===== config.mk =====
export PLATFORM = sky130hd
export DESIGN_NAME = cmp_seq_ctrl_flat
export DESIGN_NICKNAME = d
export VERILOG_FILES = /design/src/rtl/cmp_pkg.sv /design/src/rtl/cmp_seq_ctrl_if.sv /design/src/rtl/cmp_slice.sv /design/src/rtl/cmp_seq_ctrl.sv /design/src/flat_wrapper.sv
export SDC_FILE = /design/constraint.sdc
export NUM_CORES = 1
export LEC_CHECK = 0
export BUFFER_PORTS_ARGS = -buffer_cell sky130_fd_sc_hd__buf_2
export CORE_UTILIZATION = 55
export CTS_BUF_LIST = sky130_fd_sc_hd__clkbuf_4
export CTS_CLUSTER_DIAMETER = 60
export DETAILED_ROUTE_END_ITERATION = 8
export PLACE_DENSITY = 0.8
export SYNTH_ARGS = -nofsm -noshare
export SYNTH_HDL_FRONTEND = slang
export SYNTH_SLANG_ARGS = --single-unit

===== constraint.sdc =====
create_clock -name clk -period 6.1 [get_ports clk]
set_input_delay 0.305 -clock clk [delete_from_list [all_inputs] [get_ports clk]]
set_output_delay 0.305 -clock clk [all_outputs]
set_load 0.005 [all_outputs]

===== src/rtl/cmp_pkg.sv =====
// Shared types and result encodings for the multi-cycle magnitude-compare sequencer.
package cmp_pkg;

  typedef enum logic [1:0] {
    IDLE = 2'd0,
    RUN  = 2'd1,
    DONE = 2'd2
  } state_t;

  localparam logic [2:0] RES_GT   = 3'b100;
  localparam logic [2:0] RES_EQ   = 3'b010;
  localparam logic [2:0] RES_LT   = 3'b001;
  localparam logic [2:0] RES_NONE = 3'b000;

endpackage


===== src/rtl/cmp_seq_ctrl_if.sv =====
// Operand/result handshake bundle between an issuing stage and cmp_seq_ctrl.
interface cmp_seq_ctrl_if #(
  parameter int WIDTH = 16
);
  logic             in_valid;
  logic             in_ready;
  logic [WIDTH-1:0] a;
  logic [WIDTH-1:0] b;
  logic             sgn;
  logic             out_valid;
  logic             out_ready;
  logic [2:0]       res;
  logic             busy;

  modport master (
    output in_valid, a, b, sgn, out_ready,
    input  in_ready, out_valid, res, busy
  );

  modport slave (
    input  in_valid, a, b, sgn, out_ready,
    output in_ready, out_valid, res, busy
  );
endinterface


===== src/rtl/cmp_slice.sv =====
// Combinational SLICE-bit magnitude comparator; msb_signed applies the
// two's-complement sign rule to the top bit of this slice.
module cmp_slice #(
  parameter int SLICE = 4
) (
  input  logic [SLICE-1:0] x,
  input  logic [SLICE-1:0] y,
  input  logic             msb_signed,
  output logic             gt,
  output logic             eq,
  output logic             lt
);

  always_comb begin
    eq = (x == y);
    // With differing sign bits the operand carrying the set MSB is the negative one.
    if (msb_signed && (x[SLICE-1] != y[SLICE-1])) begin
      gt = y[SLICE-1];
      lt = x[SLICE-1];
    end else begin
      gt = (x > y);
      lt = (x < y);
    end
  end

endmodule


===== src/rtl/cmp_seq_ctrl.sv =====
// Multi-cycle magnitude compare: one SLICE-bit slice per cycle, most significant
// slice first, optionally finishing on the first unequal slice.
module cmp_seq_ctrl
  import cmp_pkg::*;
#(
  parameter int WIDTH      = 16,
  parameter int SLICE      = 4,
  parameter int EARLY_EXIT = 1
) (
  input  logic          clk,
  input  logic          rst_n,
  cmp_seq_ctrl_if.slave bus
);

  localparam int NSL  = WIDTH / SLICE;
  localparam int IDXW = (NSL > 1) ? $clog2(NSL) : 1;
  localparam bit EARLY = (EARLY_EXIT != 0);
  localparam logic [IDXW-1:0] IDX_TOP = IDXW'(NSL - 1);

  state_t           state_reg, state_next;
  logic [IDXW-1:0]  idx_reg, idx_next;
  logic [WIDTH-1:0] a_reg, a_next;
  logic [WIDTH-1:0] b_reg, b_next;
  logic             sgn_reg, sgn_next;
  logic [1:0]       dec_reg, dec_next;   // {gt, lt} of the deciding slice, 00 = none yet
  logic [2:0]       res_reg, res_next;

  logic [SLICE-1:0] a_sl [NSL];
  logic [SLICE-1:0] b_sl [NSL];
  logic             sl_gt, sl_eq, sl_lt;

  for (genvar gi = 0; gi < NSL; gi++) begin : g_slice
    assign a_sl[gi] = a_reg[gi*SLICE +: SLICE];
    assign b_sl[gi] = b_reg[gi*SLICE +: SLICE];
  end

  cmp_slice #(.SLICE(SLICE)) u_slice (
    .x          (a_sl[idx_reg]),
    .y          (b_sl[idx_reg]),
    .msb_signed (sgn_reg && (idx_reg == IDX_TOP)),
    .gt         (sl_gt),
    .eq         (sl_eq),
    .lt         (sl_lt)
  );

  always_ff @(posedge clk or negedge rst_n) begin
    if (!rst_n) begin
      state_reg <= IDLE;
      idx_reg   <= '0;
      a_reg     <= '0;
      b_reg     <= '0;
      sgn_reg   <= 1'b0;
      dec_reg   <= 2'b00;
      res_reg   <= RES_NONE;
    end else begin
      state_reg <= state_next;
      idx_reg   <= idx_next;
      a_reg     <= a_next;
      b_reg     <= b_next;
      sgn_reg   <= sgn_next;
      dec_reg   <= dec_next;
      res_reg   <= res_next;
    end
  end

  always_comb begin
    state_next = state_reg;
    idx_next   = idx_reg;
    a_next     = a_reg;
    b_next     = b_reg;
    sgn_next   = sgn_reg;
    dec_next   = dec_reg;
    res_next   = res_reg;

    case (state_reg)
      IDLE: begin
        if (bus.in_valid) begin
          a_next     = bus.a;
          b_next     = bus.b;
          sgn_next   = bus.sgn;
          idx_next   = IDX_TOP;
          dec_next   = 2'b00;
          state_next = RUN;
        end
      end

      RUN: begin
        // Without early exit only the first (most significant) difference counts.
        if (!sl_eq && (EARLY || (dec_reg == 2'b00))) begin
          dec_next = {sl_gt, sl_lt};
        end
        if (EARLY && !sl_eq) begin
          res_next   = sl_gt ? RES_GT : RES_LT;
          state_next = DONE;
        end else if (idx_reg == '0) begin
          if (dec_next == 2'b10) begin
            res_next = RES_GT;
          end else if (dec_next == 2'b01) begin
            res_next = RES_LT;
          end else begin
            res_next = RES_EQ;
          end
          state_next = DONE;
        end else begin
          idx_next = idx_reg - 1'b1;
        end
      end

      DONE: begin
        if (bus.out_ready) begin
          res_next   = RES_NONE;
          idx_next   = '0;
          state_next = IDLE;
        end
      end

      default: begin
        res_next   = RES_NONE;
        state_next = IDLE;
      end
    endcase
  end

  assign bus.in_ready  = (state_reg == IDLE);
  assign bus.out_valid = (state_reg == DONE);
  assign bus.busy      = (state_reg == RUN) || (state_reg == DONE);
  assign bus.res       = res_reg;

endmodule

===== src/flat_wrapper.sv =====
// flat-port wrapper written by rule: the top's interface ports become plain ports
module cmp_seq_ctrl_flat import cmp_pkg::*;
#(
  parameter int WIDTH      = 16,
  parameter int SLICE      = 4,
  parameter int EARLY_EXIT = 1
)
  (clk, rst_n, bus_in_valid, bus_a, bus_b, bus_sgn, bus_out_ready, bus_in_ready, bus_out_valid, bus_res, bus_busy);
  cmp_seq_ctrl_if #(.WIDTH(WIDTH)) bus_i ();
  input  logic clk;
  input  logic rst_n;
  input wire logic [$bits(bus_i.in_valid)-1:0] bus_in_valid;
  input wire logic [$bits(bus_i.a)-1:0] bus_a;
  input wire logic [$bits(bus_i.b)-1:0] bus_b;
  input wire logic [$bits(bus_i.sgn)-1:0] bus_sgn;
  input wire logic [$bits(bus_i.out_ready)-1:0] bus_out_ready;
  output wire logic [$bits(bus_i.in_ready)-1:0] bus_in_ready;
  output wire logic [$bits(bus_i.out_valid)-1:0] bus_out_valid;
  output wire logic [$bits(bus_i.res)-1:0] bus_res;
  output wire logic [$bits(bus_i.busy)-1:0] bus_busy;
  assign bus_i.in_valid = bus_in_valid;
  assign bus_i.a = bus_a;
  assign bus_i.b = bus_b;
  assign bus_i.sgn = bus_sgn;
  assign bus_i.out_ready = bus_out_ready;
  assign bus_in_ready = bus_i.in_ready;
  assign bus_out_valid = bus_i.out_valid;
  assign bus_res = bus_i.res;
  assign bus_busy = bus_i.busy;
  cmp_seq_ctrl #(.WIDTH(WIDTH), .SLICE(SLICE), .EARLY_EXIT(EARLY_EXIT)) u_core (.clk(clk), .rst_n(rst_n), .bus(bus_i));
endmodule

* Word level (Yosys, flattened, before mapping) *
Index checks and enable logic that the tools add are counted.

cells by class
  $add $sub $neg = 1
  multipliers = 0
  divide/modulo/power cells = 0
  order comparisons = 3
  eq/ne operators = 12
  shift operators = 0
  multiplexer cells = 28
  bitwise operators = 2
  reductions and logical operators = 12

operator list
  operator              number
  $mux W2               11
  $bmux W4 S2           2
  $mux W4               4
  $mux W3               5
  $pmux W2 S3           2
  $pmux W3 S3           1
  $eq A2 B2 Y1 const B  3
  $ne A2 B2 Y1 const B  3
  $reduce_and A3 Y1     2
  $reduce_and A5 Y1     1
  $eq A2 B1 Y1 const B  2
  $eq A4 B4 Y1          1
  $gt A4 B4 Y1          1
  $logic_not A2 Y1      2
  $lt A4 B4 Y1          1
  $pmux W2 S2           1
  $reduce_and A2 Y1     2
  $ge A3 B3 Y1 const B  1
  $ne A3 B3 Y1 const B  1
  $not A2 Y3            1
  $reduce_bool A3 Y1    1
  $logic_and A1 B1 Y1   2
  $mux W1               2
  $ne A2 B1 Y1 const B  1
  5 further kinds       5

word-level totals
  bits in registers = 42
  bits in latches = 0
  memory bits (writable) = 0
  ROM bits = 0
  input port bits = 37
  memories = 0

* Depth between registers and ports, before layout *
Gate-level depths: netlist of run 1.

  depth in word-level cells = 15
  gate-level depth with buffers = 13
  mapped depth without buffers = 12

* Modules after synthesis *
From an unflattened synthesis of run 1, not the netlist that was laid out.

second synthesis, totals
  cells, all modules = 163
  area total of the unflattened synthesis = 2187.1 µm²

modules (own cells, without submodules)
  module        instances  cells an instance  area each (µm²)  sequential area each (µm²)
  cmp_seq_ctrl  1          142                2039.5           1051.0
  cmp_slice     1          21                 147.6            0.0

* Least setup slack after synthesis of run 1 *
OpenSTA, ideal clock, no wires.

  kind = register to register
  start = register u_core.idx_reg[0]
  end = register u_core.res_reg[0] (netlist: u_core.bus.res[0])
  data arrival time = 2.731 ns
  data required time = 5.979 ns
  path slack = 3.248 ns
  cell stages (with the launch flop) = 12
  clock period less this slack = 2.852 ns
  cell sequence = dfrtp_1 -> buf_2 -> mux4_2 -> ha_1 -> and4_1 -> a31oi_1 -> o21ai_1 -> and2_1 -> ha_1 -> o21ai_0 -> nor2_1 -> a22o_1

between the ends
  word-level cells in the longest chain between the ends = 15
  elaborated cells on any way between the ends = 29
  classes of those cells = order compare: 2; eq/ne: 6; mux: 16; bitwise: 1; reduce/logical: 4

RTL lines
  item                                                                   line                text
  start: declaration                                                     cmp_seq_ctrl.sv:21  logic [IDXW-1:0] idx_reg, idx_next;
  start signal: assignment                                               cmp_seq_ctrl.sv:57  idx_reg <= idx_next;
  parallel branches: the longest is 15 deep, another holds $lt A4 B4 Y1  n/a
  end signal: assignment                                                 cmp_seq_ctrl.sv:62  res_reg <= res_next;
  end: declaration                                                       cmp_seq_ctrl.sv:26  logic [2:0] res_reg, res_next;

Parallel ways; which one is timed is not known. The select of a mux whose other input is x is not followed.
A chain may end at the register's enable or synchronous reset.

* Final worst setup path of run 1 *
Same ends and word-level chain as after synthesis.

==> results.toml, run 1 <==
[clock_tree]
cts_buffers = 5
cts_buffer_depth = 2
clk_latency_ns = 0.35
hold_buffers = 0
clkSlewWorstSetupHoldPaths_ns = 0.12
post_cts_buffers = 0
cts_tree = "built"
ctsResizeCount = 0
cts-root-buf = "clkbuf_4"
htreeDepth = 2
cts.sinks = 42

[global_routing]
grt_max_degree = 43
grt_usage_pct = 21.56
grt_pass1_vias = 1488
grt_pass1_wl_um = 6713
antenna_found_initial = 0
overflow = 0

[place]
io_buffers = 42
placed_area_um2 = 2400
placedCellCount = 247
dpl.hpwl_um = 2905
place_congestion = 0.7985

[cells_and_area]
final_area_um2 = 2449
final_cells = 255
drive_above_1_share_pct = 45.89
area_growth_pct = 13.71
fin_nets = 255
n_antenna_cell = 0
utilization_pct = 65.89

[yosys]
ys_seq_area_share_pct = 48.81
ys_seq_elements = 42
syn-cell-area_um2 = 2153
synth_cells = 163
yosysWarningCount = 0
synth_cell_type_count = 37
synth_nets = 212
syn_avg_cell_area_um2 = 13.21

[worst_setup_path]
cp.arrival_ns = 3.50
worstSetupStartpointType = "register"
cp-end-kind = "register"
path_max_fanout = 13
worst-setup-path-type = "reg -> reg"
critPathRequiredTime_ns = 6.36

[drt]
firstDrtPassIters = 4
wl_per_cell_um = 14.99
dr.first_iter.drc_count = 66
drc = 0
drt_wl_total_um = 3823
vias = 1419
postRouteAntennaNets = 0
routed_via_density = 5.565

[sta]
skew_ns = 0.01616
fmax_ghz = 0.3084
tightest_slew_ns = 0.9230
fin_tns_setup_ns = 0
rsz0062_at_grt = "false"
slew_viol_final = 0
period_share_pct = 53.16
slew_headroom_pct = 38.47
setup_viol = 0
hold_viol = 0
period_minus_slack_ns = 3.243

[floorplanning]
io_pins = 43
die_w_um = 64.57
rows = 22
coreArea_um2 = 3716
die_y_um = 64.57
die_area_um2 = 4169
initial_core_util_pct = 57.95

[power_and_ir_drop]
power.leakage_uw = 0.001146
powerDensity_nw_per_um2 = 607.8
peakVddDrop_v = 0.0002591

[flow_run]
cap_violations = 0

[outcome]
outcome = "finished, final reports clean"

[worst_hold_path]
hold_path_class = "in -> async"
-- worst paths after layout --
path                                    from           endpoint  slack [ns]  cells past startpoint
max                        u_core.idx_reg[0]  u_core.bus.res[0]        2.86                     10
min                                    rst_n  u_core.bus.res[2]        0.08                      1
max reg2reg                u_core.idx_reg[0]  u_core.bus.res[0]        2.86                     10
min reg2reg                u_core.bus.res[1]  u_core.bus.res[1]        0.49                      2
max in group asynchronous              rst_n    u_core.b_reg[5]        5.44                      1
min in group clk                    bus_a[9]    u_core.a_reg[9]        0.18                      2
-- cell usage after synthesis (all sizes together) --
cell	n	share of area (%)
nor2b	3	1.2
a21oi	4	0.93
a21boi	1	0.35
inv	9	1.6
and4	1	0.41
nand2	9	1.6
a21o	1	0.35
nand3	1	0.23
a22o	1	0.41
mux2	33	17
or2	1	0.29
mux4	8	8.4
o22ai	2	0.87
o21ai	7	1.6
dfrtp	42	49
or3	3	1.3
a31oi	1	0.29
ha	12	7.0
nor2	4	0.70
a32o	1	0.46
nor3b	1	0.35
and2	1	0.29
o32a	1	0.46
o211ai	1	0.35
nand2b	1	0.29
a221o	2	0.93
nand4	1	0.58
buf	6	1.2
o21a	1	0.35
nor3	2	0.46
clkbuf	1	0.23
mux2i	1	0.46
-- worst max-delay path, stage by stage, from the launching register on --
cell and delay [ns]:
dfrtp_1 0.75, mux4_2 0.60, ha_1 0.38, or2_2 0.33
a31oi_1 0.18, o21ai_1 0.17, and2_1 0.18, ha_1 0.17
o21ai_0 0.15, nor2_1 0.06, a22o_1 0.17
-- routing by layer --
layer	wire, um	vias to the layer above	part of all wire, %	track usage, %
met1	1628	695	43	25.74
met4	68	0	1.8	8.611
li1	-	683	-	-
met3	160	7	4.2	5.810
met2	1966	34	51	36.84
met5	0	-	0	0
-- logic make-up after synthesis --
family / count (synthesis) / synth area share (%)
mux: 42 / 26.09
flops: 42 / 48.81
buf+inv: 16 / 3.021
simple gates: 28 / 7.728
fa+ha+maj: 12 / 6.973
compound gates: 23 / 7.380
-- final cells by class --
cell class / count / area, um2
inverters: 9 / 33.78
clock inverters: 3 / 11.26
fillers: 283 / 1267
clock buffers: 5 / 37.54
repair buffers: 43 / 217.7
multi-input cells: 105 / 1037
well taps: 48 / 60.06
flip-flops and latches: 42 / 1051
-- power by group --
| part | switching [uW] | internal, uW | total [uW] |
|---|---|---|---|
| sequential | 106 | 414 | 520 |
| clock | 84.2 | 41.1 | 125 |
| combinational | 396 | 447 | 843 |
| total | 586 | 902 | 1490 |
-- metrics by stage --
step           hold slack [ns]  setup WS [ns]  power, uW
2_1_floorplan         0.009409          3.248       1179
3_3_place_gp            0.4609          2.957       1305
3_5_place_dp            0.4669          2.882       1370
4_1_cts                0.08563          2.859       1497
5_1_grt                 0.1319          2.632       1630
6_report               0.07629          2.857       1488
-- cells in the final DEF (no fill, tap or decap), types with 2 or more instances in the layout --
cell type / Yosys / routed
nand2_1: 9 / 9
or3_4: 2 / 2
mux2_2: 33 / 33
o21ai_0: 5 / 5
clkbuf_4: 0 / 5
nor3_1: 2 / 2
buf_2: 3 / 42
inv_1: 9 / 9
dfrtp_1: 42 / 42
ha_1: 12 / 12
clkinv_1: 0 / 3
mux4_2: 8 / 8
a221o_1: 2 / 2
nor2b_1: 2 / 2
a21oi_1: 4 / 4
o21ai_1: 2 / 2
nor2_1: 4 / 4
Note: power is estimated with default switching activity, not from simulation.
==> run 2, diff against run 1 <==
--- a/config.mk
+++ b/config.mk
@@ -6,11 +6,11 @@
 export NUM_CORES = 1
 export LEC_CHECK = 0
 export BUFFER_PORTS_ARGS = -buffer_cell sky130_fd_sc_hd__buf_2
-export CORE_UTILIZATION = 55
+export CORE_UTILIZATION = 51
 export CTS_BUF_LIST = sky130_fd_sc_hd__clkbuf_4
 export CTS_CLUSTER_DIAMETER = 60
 export DETAILED_ROUTE_END_ITERATION = 8
-export PLACE_DENSITY = 0.8
+export PLACE_DENSITY = 0.78
 export SYNTH_ARGS = -nofsm -noshare
 export SYNTH_HDL_FRONTEND = slang
 export SYNTH_SLANG_ARGS = --single-unit
==> constraint.sdc (replaced) <==
create_clock -name clk -period 2.7 [get_ports clk]
set_input_delay 0.135 -clock clk [delete_from_list [all_inputs] [get_ports clk]]
set_output_delay 0.135 -clock clk [all_outputs]
set_load 0.005 [all_outputs]
==> results.toml, run 2 (synthesis results as in run 1) <==
[outcome]
violations = "hold timing, setup timing"
outcome = "finished with violations"

[power_and_ir_drop]
p_comb_share_pct = 66.7
p_seq_share_pct = 26.0
peakVddDrop_v = 0.0006580
power.leakage_uw = 0.001361
internal_power_uw = 2675
power_frac_clock_pct = 7.4
switching_share_pct = 38.78
power_switching_uw = 1695
powerDensity_nw_per_um2 = 1470

[sta]
skew_ns = 0.02081
tightest_slew_ns = 0.9081
slew_viol_final = 0
rsz0062_at_grt = "true"
hold_viol = 1
period_share_pct = 102.3
setup_viol = 3
period_minus_slack_ns = 2.762
fmax_ghz = 0.3621
whs_ns = -0.0007144
slew_headroom_pct = 39.46
layout_setup_ws_ns = -0.06187

[drt]
firstDrtPassIters = 4
dr.first_iter.drc_count = 76
routed_via_density = 5.455
drc = 0
vias = 1653
postRouteAntennaNets = 0
wl_per_cell_um = 16.21
drt_wl_total_um = 4912

[worst_setup_path]
cp-end-kind = "register"
cp.arrival_ns = 3.02
critPathSlowestCell = "mux4_2"
path_cells = "buf_6 > mux4_2 > ha_4 > nor2b_1 > o211ai_1 > a31oi_4 > o21ai_2 > and2_1 > ha_1 > o21ai_1 > nor2_1 > a22o_1"
critPathRequiredTime_ns = 2.96
path_max_fanout = 4
r2r_cells = 12
worst-setup-path-type = "reg -> reg"
critical-path-max-stage-delay_ns = 0.52
worstSetupStartpointType = "register"

[clock_tree]
htreeDepth = 2
cts-root-buf = "clkbuf_4"
cts_buffer_depth = 2
clk_latency_ns = 0.37
cts_tree = "built"
cts.sinks = 42
clkSlewWorstSetupHoldPaths_ns = 0.14
cts_buffers = 5

[cells_and_area]
n_fill_cell = 262
final_common_cell = "buf_2"
n_antenna_cell = 0
drive_above_1_share_pct = 50.99
area_growth_pct = 38.06
layout_common_cells = "42 x buf_2, 41 x dfrtp_1, 33 x mux2_2"
fin_nets = 301
final_area_um2 = 2973

[place]
io_buffers = 42
place_worst_setup_slack_ns = -0.1045
placed_area_um2 = 2527
dpl.hpwl_um = 3260
place_congestion = 0.8313

[global_routing]
grt_usage_pct = 24.82
grt_pass1_vias = 1770
grt_pass1_wl_um = 7907
antenna_found_initial = 0
grt_max_degree = 43
overflow = 0

[worst_hold_path]
holdPathStages = 2
hold_path_class = "in -> reg"

[floorplanning]
io_pins = 43
coreArea_um2 = 4029
die_y_um = 66.98
rows = 23
initial_core_util_pct = 53.45
die_area_um2 = 4486
die_w_um = 66.98

[flow_run]
cap_violations = 0
[run 2: cell types whose count changed in the layout (fill, tap and decap cells not counted), moves of 2 or more]
cell	previous run	this run
o21ai_0	5	3
inv_2	0	3
dlygate4sd3_1	0	28
buf_6	0	4
ha_4	0	3
ha_1	12	9
buf_4	1	15
inv_1	9	6
clkinv_1	3	0
[run 2: what timing repair did]
action,4_1_cts,5_1_grt
endpoints found under the hold margin,62,7
gates resized for setup,2,16
pin swaps,1,7
hold buffers,21,7
buffers inserted,3,2
setup endpoints to repair,4,5
[run 2: area by class of cell]
class                      instances  area (um2)  area share [%]
clock buffer                       6       45.04           1.515
clock inverter                     2       13.76          0.4630
inverter                           9       33.78           1.136
multi-input combinational        105        1117           37.58
sequential                        42        1052           35.40
tap                               50       62.56           2.104
timing repair buffer              89       648.1           21.80
[run 2: worst max-delay path: cells and delay by family (launching register included)]
family          cells  cell delay [ns]
fa+ha+maj           2             0.47
simple gates        3             0.34
compound gates      5             0.73
flops               1             0.44
buf+inv             1             0.13
mux                 1             0.52
[run 2: layer usage]
| layer | share of wire [%] | GRT usage, % |
|---|---|---|
| met5 | 0 | 0 |
| met3 | 4.3 | 7.021 |
| met1 | 38 | 26.90 |
| met2 | 55 | 43.69 |
| met4 | 2.6 | 12.50 |
[run 2: worst paths after layout]
| path | startpoint | to | slack [ns] |
|---|---|---|---|
| max in group asynchronous | rst_n | u_core.idx_reg[0] | 1.67 |
| min | bus_b[7] | u_core.b_reg[7] | -0.0007 |
| min reg2reg | u_core.bus.res[1] | u_core.bus.res[1] | 0.49 |
| max | u_core.idx_reg[0] | u_core.bus.res[0] | -0.06 |
| min in group asynchronous | rst_n | u_core.a_reg[15] | 0.42 |
| max reg2reg | u_core.idx_reg[0] | u_core.bus.res[0] | -0.06 |
[run 2: power by group through the flow]
stage | sequential [uW] | combinational (uW) | clock [uW]
2_1_floorplan | 1060 | 1730 | 0
3_3_place_gp | 1120 | 2300 | 0
3_5_place_dp | 1140 | 2450 | 0
4_1_cts | 1120 | 2550 | 327
5_1_grt | 1170 | 3150 | 358
6_report | 1130 | 2910 | 322
[run 2: per-stage QoR]
stage               utilization [%]  hold slack (ns)  total power, uW   TNS (ns)  instances
floorplan                         -          -0.1606             2783          0        163
global placement              62.73           0.2900             3421   -0.04253        262
detailed placement            62.73           0.3200             3583    -0.2080        262
CTS                           70.25        0.0004405             3997  -0.001618        294
global route                  73.79         -0.01006             4676    -0.3616        303
finish                        73.79       -0.0007144             4370    -0.1139        303
